### config.mk
export PLATFORM = sky130hd
export DESIGN_NAME = eeprom_reader
export DESIGN_NICKNAME = d
export VERILOG_FILES = /design/src/rtl/eeprom_reader_pkg.sv /design/src/rtl/eeprom_acc_timer.sv /design/src/rtl/eeprom_reader.sv
export SDC_FILE = /design/constraint.sdc
export NUM_CORES = 1
export LEC_CHECK = 0
export CAP_MARGIN = 0
export CORE_ASPECT_RATIO = 1.25
export CORE_MARGIN = 1.5
export CORE_UTILIZATION = 50
export DETAILED_ROUTE_END_ITERATION = 6
export GPL_TIMING_DRIVEN = 0
export PLACE_DENSITY = 0.84
export SLEW_MARGIN = 20
export SYNTH_ARGS = -nofsm -noshare
export SYNTH_HDL_FRONTEND = slang
export SYNTH_SLANG_ARGS = --single-unit
### constraint.sdc
create_clock -name clk -period 3.35 [get_ports clk]
set_input_delay 0.5025 -clock clk [delete_from_list [all_inputs] [get_ports clk]]
set_output_delay 0.5025 -clock clk [all_outputs]
set_load 0.03 [all_outputs]
### src/rtl/eeprom_reader_pkg.sv
// rtl/eeprom_reader_pkg.sv - shared constants and state type for the EEPROM readback engine
//
// Purpose: EEPROM geometry constants and the reader_t state enumeration.
// Optional feature macro: READER_CKSUM_EN adds the CKSUM state.
// Ports: none (package).
package eeprom_reader_pkg;

  localparam int EEPROM_ADDR_W = 17;
  localparam int EEPROM_DATA_W = 8;
  localparam logic [EEPROM_ADDR_W-1:0] EEPROM_LAST_ADDR = 17'h1FFFF;

  typedef enum logic [2:0] {
    IDLE,
    SETUP,
    ACCESS,
    CAPTURE,
    PUSH,
    NEXT,
`ifdef READER_CKSUM_EN
    CKSUM,
`endif
    DONE
  } reader_t;

endpackage

### src/rtl/eeprom_acc_timer.sv
// rtl/eeprom_acc_timer.sv - load/count/expire counter that times the EEPROM access window
//
// Purpose: counts the cycles nce/noe are held before data capture.
// Ports:
//   clk     in  clock
//   rst     in  synchronous active-high reset
//   load    in  restart the count at zero
//   en      in  advance the count
//   expired out count has reached T_ACC_CYC-1 (this is the last access cycle)
module eeprom_acc_timer #(
  parameter int T_ACC_CYC = 2
) (
  input  logic clk,
  input  logic rst,
  input  logic load,
  input  logic en,
  output logic expired
);

  localparam int CW = (T_ACC_CYC > 1) ? $clog2(T_ACC_CYC) : 1;
  localparam logic [CW-1:0] LAST_CNT = CW'(T_ACC_CYC - 1);

  logic [CW-1:0] acc_cnt;

  // Saturates at LAST_CNT so the counter never needs a spare bit.
  always_ff @(posedge clk) begin
    if (rst || load) begin
      acc_cnt <= '0;
    end else if (en && !expired) begin
      acc_cnt <= acc_cnt + CW'(1);
    end
  end

  assign expired = (acc_cnt == LAST_CNT);

endmodule

### src/rtl/eeprom_reader.sv
// rtl/eeprom_reader.sv - EEPROM readback engine streaming an address range into the egress FIFO
//
// Purpose: reads rd_base..rd_last (inclusive) one byte at a time from the parallel
// EEPROM and writes each byte into the egress FIFO. Read only: nwe tied high.
// Optional feature macro: READER_CKSUM_EN appends a two's-complement checksum byte.
// Ports:
//   clk, rst             clock, synchronous active-high reset
//   start                begin a read (sampled only in IDLE)
//   rd_base, rd_last     inclusive address range, latched with start
//   addr, data_in        EEPROM address / read data
//   nce, noe, nwe        EEPROM strobes, active low
//   full, din, wr_en     egress FIFO interface
//   busy, done           not-IDLE flag, one-cycle completion pulse
//   range_err            sticky: rd_last < rd_base at the last start
module eeprom_reader
  import eeprom_reader_pkg::*;
#(
  parameter int ADDR_W    = EEPROM_ADDR_W,
  parameter int DATA_W    = EEPROM_DATA_W,
  parameter int T_ACC_CYC = 2
) (
  input  logic              clk,
  input  logic              rst,
  input  logic              start,
  input  logic [ADDR_W-1:0] rd_base,
  input  logic [ADDR_W-1:0] rd_last,
  output logic [ADDR_W-1:0] addr,
  input  logic [DATA_W-1:0] data_in,
  output logic              nce,
  output logic              noe,
  output logic              nwe,
  input  logic              full,
  output logic [DATA_W-1:0] din,
  output logic              wr_en,
  output logic              busy,
  output logic              done,
  output logic              range_err
);

  reader_t           state;
  logic [ADDR_W-1:0] cur;
  logic [ADDR_W-1:0] last;
  logic [DATA_W-1:0] byte_q;
  logic              timer_load;
  logic              timer_en;
  logic              timer_expired;
`ifdef READER_CKSUM_EN
  logic [DATA_W-1:0] sum;
`endif

  assign nwe        = 1'b1;
  assign timer_load = (state == SETUP);
  assign timer_en   = (state == ACCESS);

  eeprom_acc_timer #(
    .T_ACC_CYC(T_ACC_CYC)
  ) u_acc_timer (
    .clk    (clk),
    .rst    (rst),
    .load   (timer_load),
    .en     (timer_en),
    .expired(timer_expired)
  );

  always_ff @(posedge clk) begin
    if (rst) begin
      state     <= IDLE;
      addr      <= '0;
      nce       <= 1'b1;
      noe       <= 1'b1;
      din       <= '0;
      wr_en     <= 1'b0;
      busy      <= 1'b0;
      done      <= 1'b0;
      range_err <= 1'b0;
      cur       <= '0;
      last      <= '0;
      byte_q    <= '0;
`ifdef READER_CKSUM_EN
      sum       <= '0;
`endif
    end else begin
      wr_en <= 1'b0;
      done  <= 1'b0;
      case (state)
        IDLE: begin
          if (start) begin
            busy <= 1'b1;
            if (rd_last >= rd_base) begin
              range_err <= 1'b0;
              cur       <= rd_base;
              last      <= rd_last;
`ifdef READER_CKSUM_EN
              sum       <= '0;
`endif
              state     <= SETUP;
            end else begin
              // Bad range: report and finish without touching the EEPROM.
              range_err <= 1'b1;
              done      <= 1'b1;
              state     <= DONE;
            end
          end
        end
        SETUP: begin
          addr  <= cur;
          nce   <= 1'b0;
          noe   <= 1'b0;
          state <= ACCESS;
        end
        ACCESS: begin
          if (timer_expired) state <= CAPTURE;
        end
        CAPTURE: begin
          byte_q <= data_in;
          nce    <= 1'b1;
          noe    <= 1'b1;
          state  <= PUSH;
        end
        PUSH: begin
          // Only writer of the FIFO, so full sampled here stays valid for the write.
          if (!full) begin
            din   <= byte_q;
            wr_en <= 1'b1;
`ifdef READER_CKSUM_EN
            sum   <= sum + byte_q;
`endif
            state <= NEXT;
          end
        end
        NEXT: begin
          // Terminal compare before increment keeps cur from wrapping at the top address.
          if (cur == last) begin
`ifdef READER_CKSUM_EN
            state <= CKSUM;
`else
            done  <= 1'b1;
            state <= DONE;
`endif
          end else begin
            cur   <= cur + ADDR_W'(1);
            state <= SETUP;
          end
        end
`ifdef READER_CKSUM_EN
        CKSUM: begin
          if (!full) begin
            din   <= ~sum + DATA_W'(1);
            wr_en <= 1'b1;
            done  <= 1'b1;
            state <= DONE;
          end
        end
`endif
        DONE: begin
          busy  <= 1'b0;
          state <= IDLE;
        end
        default: state <= IDLE;
      endcase
    end
  end

endmodule
# --- Yosys cells after proc, flatten, opt, wreduce, memory -nomap -nowiden ---
# Index checks and enable logic that the tools add are counted.
# W data, S select, Z words.
totals:
  output_inout_bits: 32
  ff_bits: 76
  elab_cells: 61
  input_bits: 46
op_classes:
  order_cmp: 1
  n_addsub: 2
  reduce_logical: 14
  mux: 18
  bitwise: 2
  n_eq_ne: 12
op_table:
  columns: ["op", "count"]
  rows:
  - ["$mux W17", 3]
  - ["$pmux W17 S2", 1]
  - ["$pmux W3 S6", 1]
  - ["$add A17 B1 Y17 const B", 1]
  - ["$eq A17 B17 Y1", 1]
  - ["$ge A17 B17 Y1", 1]
  - ["$mux W3", 5]
  - ["$ne A2 B2 Y1 const B", 5]
  - ["$eq A3 B3 Y1 const B", 3]
  - ["$eq A3 B2 Y1 const B", 2]
  - ["$pmux W1 S2", 3]
  - ["$reduce_and A2 Y1", 3]
  - ["$reduce_and A3 Y1", 2]
  - ["$reduce_bool A2 Y1", 3]
  - ["$mux W1", 5]
  - ["$reduce_and A4 Y1", 1]
  - ["$eq A3 B1 Y1 const B", 1]
  - ["$logic_not A3 Y1", 1]
  - ["$not A1 Y1", 2]
  - ["$reduce_or A2 Y1", 1]
  - ["$add A1 B1 Y1 const B", 1]
  - ["$logic_and A1 B1 Y1", 1]
  - ["$logic_not A1 Y1", 1]
  - ["$logic_or A1 B1 Y1", 1]

# --- Longest topological paths before layout ---
logic_depth:
  depth_word: 4
  mapped_depth: 11
  mapped_depth_nobuf: 9

# --- Cells and area by module ---
# From an unflattened synthesis, not the netlist that was laid out.
unflattened:
  cells_unflattened: 482
  area_unflattened_um2: 3882.5
by_module_without_submodules:
  columns: ["module", "seq_area_each_um2", "instances", "cells_each", "area_each_um2"]
  rows:
  - ["eeprom_reader", 1501.4, 1, 479, 3848.7]
  - ["eeprom_acc_timer", 20.0, 1, 3, 33.8]

# --- Least setup slack after synthesis ---
# Ideal clock, no wire load.
synth_path:
  path_type: "input to register"
  from: "input port rd_base[7]"
  to: "register last[10]"
  t_required_ns: 3.222
  path_stages: 10
  arrival_ns: 2.196
  n_path_buf: 1
  setup_ns: 0.128
  setup_slack_ns: 1.026
  cell_sequence: "inv_1 -> ha_1 -> a41oi_1 -> o21ai_1 -> a21oi_1 -> a2111oi_4 -> nor2_4 -> buf_4 -> mux2i_1 -> nor2_1"
synth_via:
  elab_chain_len: 2
synth_lines:
  columns: ["element", "line", "text"]
  rows:
  - ["from (decl)", "eeprom_reader.sv:25", "input logic [ADDR_W-1:0] rd_base,"]
  - ["$ge A17 B17 Y1", "eeprom_reader.sv:89", "if (rd_last >= rd_base) begin"]
  - ["$reduce_and A3 Y1 (no line)", null, null]
  - ["to (signal assigned)", "eeprom_reader.sv:92", "last <= rd_last;"]
  - ["to (decl)", "eeprom_reader.sv:42", "logic [ADDR_W-1:0] last;"]
# No other way between the ends.
# A chain may end at the register's enable or synchronous reset.

# --- Final worst setup path ---
layout_path:
  from: "input port rd_base[7]"
  to: "register state[1]"
layout_via:
  elab_chain_len: 4
layout_lines:
  columns: ["element", "line", "text"]
  rows:
  - ["$ge A17 B17 Y1", "eeprom_reader.sv:89", null]
  - ["$mux W3", "eeprom_reader.sv:89", null]
  - ["$mux W3", "eeprom_reader.sv:87", "if (start) begin"]
  - ["$pmux W3 S6", "eeprom_reader.sv:85", "case (state)"]
  - ["to (signal assigned)", "eeprom_reader.sv:96", "state <= SETUP;"]
  - ["to (signal assigned)", "eeprom_reader.sv:101", "state <= DONE;"]
  - ["to (signal assigned)", "eeprom_reader.sv:109", "state <= ACCESS;"]
  - ["to (decl)", "eeprom_reader.sv:40", "reader_t state;"]
# No other way between the ends. The select of a mux whose other input is x is not followed.

==> flow_summary.toml <==
[setup_path]
r2r_start = "cur[3]"
required_ps = 3610
worstSetupEndpoint = "state[1]"
critPathMaxFanout = 4
worstSetupEndpointType = "flip-flop"
path_class = "input pin to flip-flop"
r2r_end = "cur[11]"
cp-start-kind = "input pin"
cp-startpoint = "rd_base[7]"
ff2ff_path_depth = 8
cp.arrival_ps = 3230
r2r_slack_ps = 960

[finish]
final-instance-count-excl-fill = 673
drive_gt1_share_pct = 8.13
final_nets = 637
multiInputGateArea_um2 = 2210
insertedDiodeCount = 0
area_delta_synth_final_pct = 26.7
ff_latch_area_um2 = 1520
post-route-util_pct = 65.2
fillers = 674

[placement]
place_congestion = 0.937
placed_cells = 657
dpl_worst_slack_ps = 15.4
port_buffers = 75
post-dp-hpwl_um = 8060

[timing]
rsz0062_at_grt = "no"
relSlewSlack_pct = 36.6
fmax_ghz = 0.337
holdWs_ps = 459
drv_slew = 0
hold_violations = 0
period_needed_ps = 2960
tightestPinTransition_ps = 944
finalSetupViolCount = 0
finalSetupTns_ps = 0
fin_skew_ps = 7.59
setup_slack_ps = 386
period_share_pct = 88.5

[synth]
synth_area_per_cell_um2 = 8.24
synth_top_area_cell = "dfxtp_1"
synth_async_sr_flop_share_pct = 0
synthDominantCellAreaShare_pct = 37.9
syn-cell-area_um2 = 4010
synthTopCellsByCount = "nand2_1 (78), dfxtp_1 (76), a21oi_1 (59)"
syn_nets = 551
ys_types = 57
synth_edf_count = 0
synth_ff_type = "dfxtp_1"
yosysSeqAreaShare_pct = 37.9
yosys_warnings = 0
synth-seq-cells = 76
synth_area_leaders = "dfxtp_1 (38%), a21oi_1 (7.4%), nand2_1 (7.3%)"
netlist_instances = 487
post-synth-top-count-cell = "nand2_1"

[global_routing]
gr-total-overflow = 0
grt_max_degree = 14
antenna_found_initial = 0
first_global_vias = 3616
grt_pass1_wl_um = 16900
grtUsageTotal_pct = 24.8

[clock_network]
cts_setup_buffers = 0
ctsHoldBuffers = 0
cts-resized-gates = 0
clk_latency_ps = 350
ctsHtreeMaxLevel = 3
clockBufferDepth = 2
cts_buffers = 9
clockRootBuffer = "clkbuf_8"
cts.sinks = 76
path_clk_slew_ps = 80
tritoncts = "built"

[route]
ant_nets = 0
wirelength_um = 10400
drtIter0Drc = 188
wl_per_cell_um = 15.5
vias = 3814
drt_pre_antenna_iters = 5
route.detailed.drc = 0
vias_per_cell = 5.67

[floorplanning]
initial_core_util_pct = 51.5
die-area_um2 = 8570
die_w_um = 83.1
die_h_um = 103
ios = 78
row_count = 36
coreArea_um2 = 7790

[pwr]
leakage_nw = 2.05
vdd_drop_max_v = 0.000344
power_density_nw_per_um2 = 604

[outcome]
status = "finished clean"

[job]
max_cap_viol_count = 0

[worst_hold_path]
min_path_type = "flip-flop to flip-flop"
final cells by class:
class / count / share of cell area (%)
clock buffers: 10 / 2.71
clock inverters: 6 / 1.23
flip-flops and latches: 76 / 29.9
plain buffers: 37 / 4.01
inverters: 20 / 1.48
well taps: 95 / 2.34
repair buffers: 75 / 14.8
multi-input cells: 354 / 43.5
where the power goes:
| group | total [W] | leakage [nW] | switching [W] | internal (W) |
|---|---|---|---|---|
| Clock | 0.000717 | 0.106 | 0.000352 | 0.000365 |
| Sequential | 0.00115 | 0.617 | 0.000113 | 0.00103 |
| Combinational | 0.00120 | 1.32 | 0.000694 | 0.000510 |
| Total | 0.00307 | 2.05 | 0.00116 | 0.00191 |
logic make-up (layout without fill, tap and decap cells):
group | after synthesis | count (layout) | synth area share, %
and+or+nand+nor | 177 | 177 | 20.8
AOI/OAI and AO/OA | 115 | 115 | 18.1
DFF | 76 | 76 | 37.9
buffers and inverters | 57 | 148 | 6.96
muxes | 25 | 25 | 6.24
adders and majority gates | 18 | 18 | 5.61
xor gates and xnor gates | 18 | 18 | 4.30
other | 1 | 1 | 0.0935
critical path, cell delays in order:
cell             delay, ps
clkdlybuf4s50_1        470
inv_1                   50
ha_1                   320
a41oi_1                210
o21ai_1                 90
a21oi_1                380
nand2_1                110
a311oi_1               710
o21bai_1               120
a221oi_1               270
metal layers:
layer	share of wire (%)	GRT usage (%)	vias up
li1	-	-	1848
met1	40	27.6	1742
met2	51	46.7	188
met3	6.7	4.72	36
met4	2.5	10.1	0
met5	0	0	-
state kept, by name, summed over array words and instances (netlist names), 3 cells and up:
signal  flops
din         8
last       17
state       3
byte_q      8
addr       17
cur        17
cell usage in the layout, fill, tap and decap left out, drive strengths merged, types with 4 or more instances in the layout:
cell	Yosys	routed
nand2	79	79
dfxtp	76	76
clkdlybuf4s50	0	75
a21oi	59	59
nor2	45	45
clkbuf	23	33
mux2i	25	25
inv	20	21
o21ai	21	21
ha	18	18
buf	14	14
xnor2	13	13
nand2b	9	9
nor3	8	8
nand3	7	7
nand4	7	7
xor2	5	5
o32ai	5	5
a211oi	5	5
nor2b	4	4
o22ai	4	4
clkinv	0	4
worst min path at each step:
stage          startpoint       end  slack, ps  cells past startpoint
6_report        byte_q[6]    din[6]        460                      2
5_1_grt          addr[16]  addr[16]        480                      2
4_1_cts          addr[13]  addr[13]        460                      2
3_5_place_dp     addr[13]  addr[13]        450                      2
3_3_place_gp    byte_q[5]    din[5]        440                      2
2_1_floorplan   byte_q[0]    din[0]        430                      2
through the flow:
stage / instance area (µm²) / power, W
global placement: 4880 / 0.00232
detailed placement: 4880 / 0.00235
floorplan: 4010 / 0.00201
finish: 5080 / 0.00307
CTS: 5080 / 0.00305
global route: 5080 / 0.00324
No activity file was read; power rests on OpenSTA's default activity.
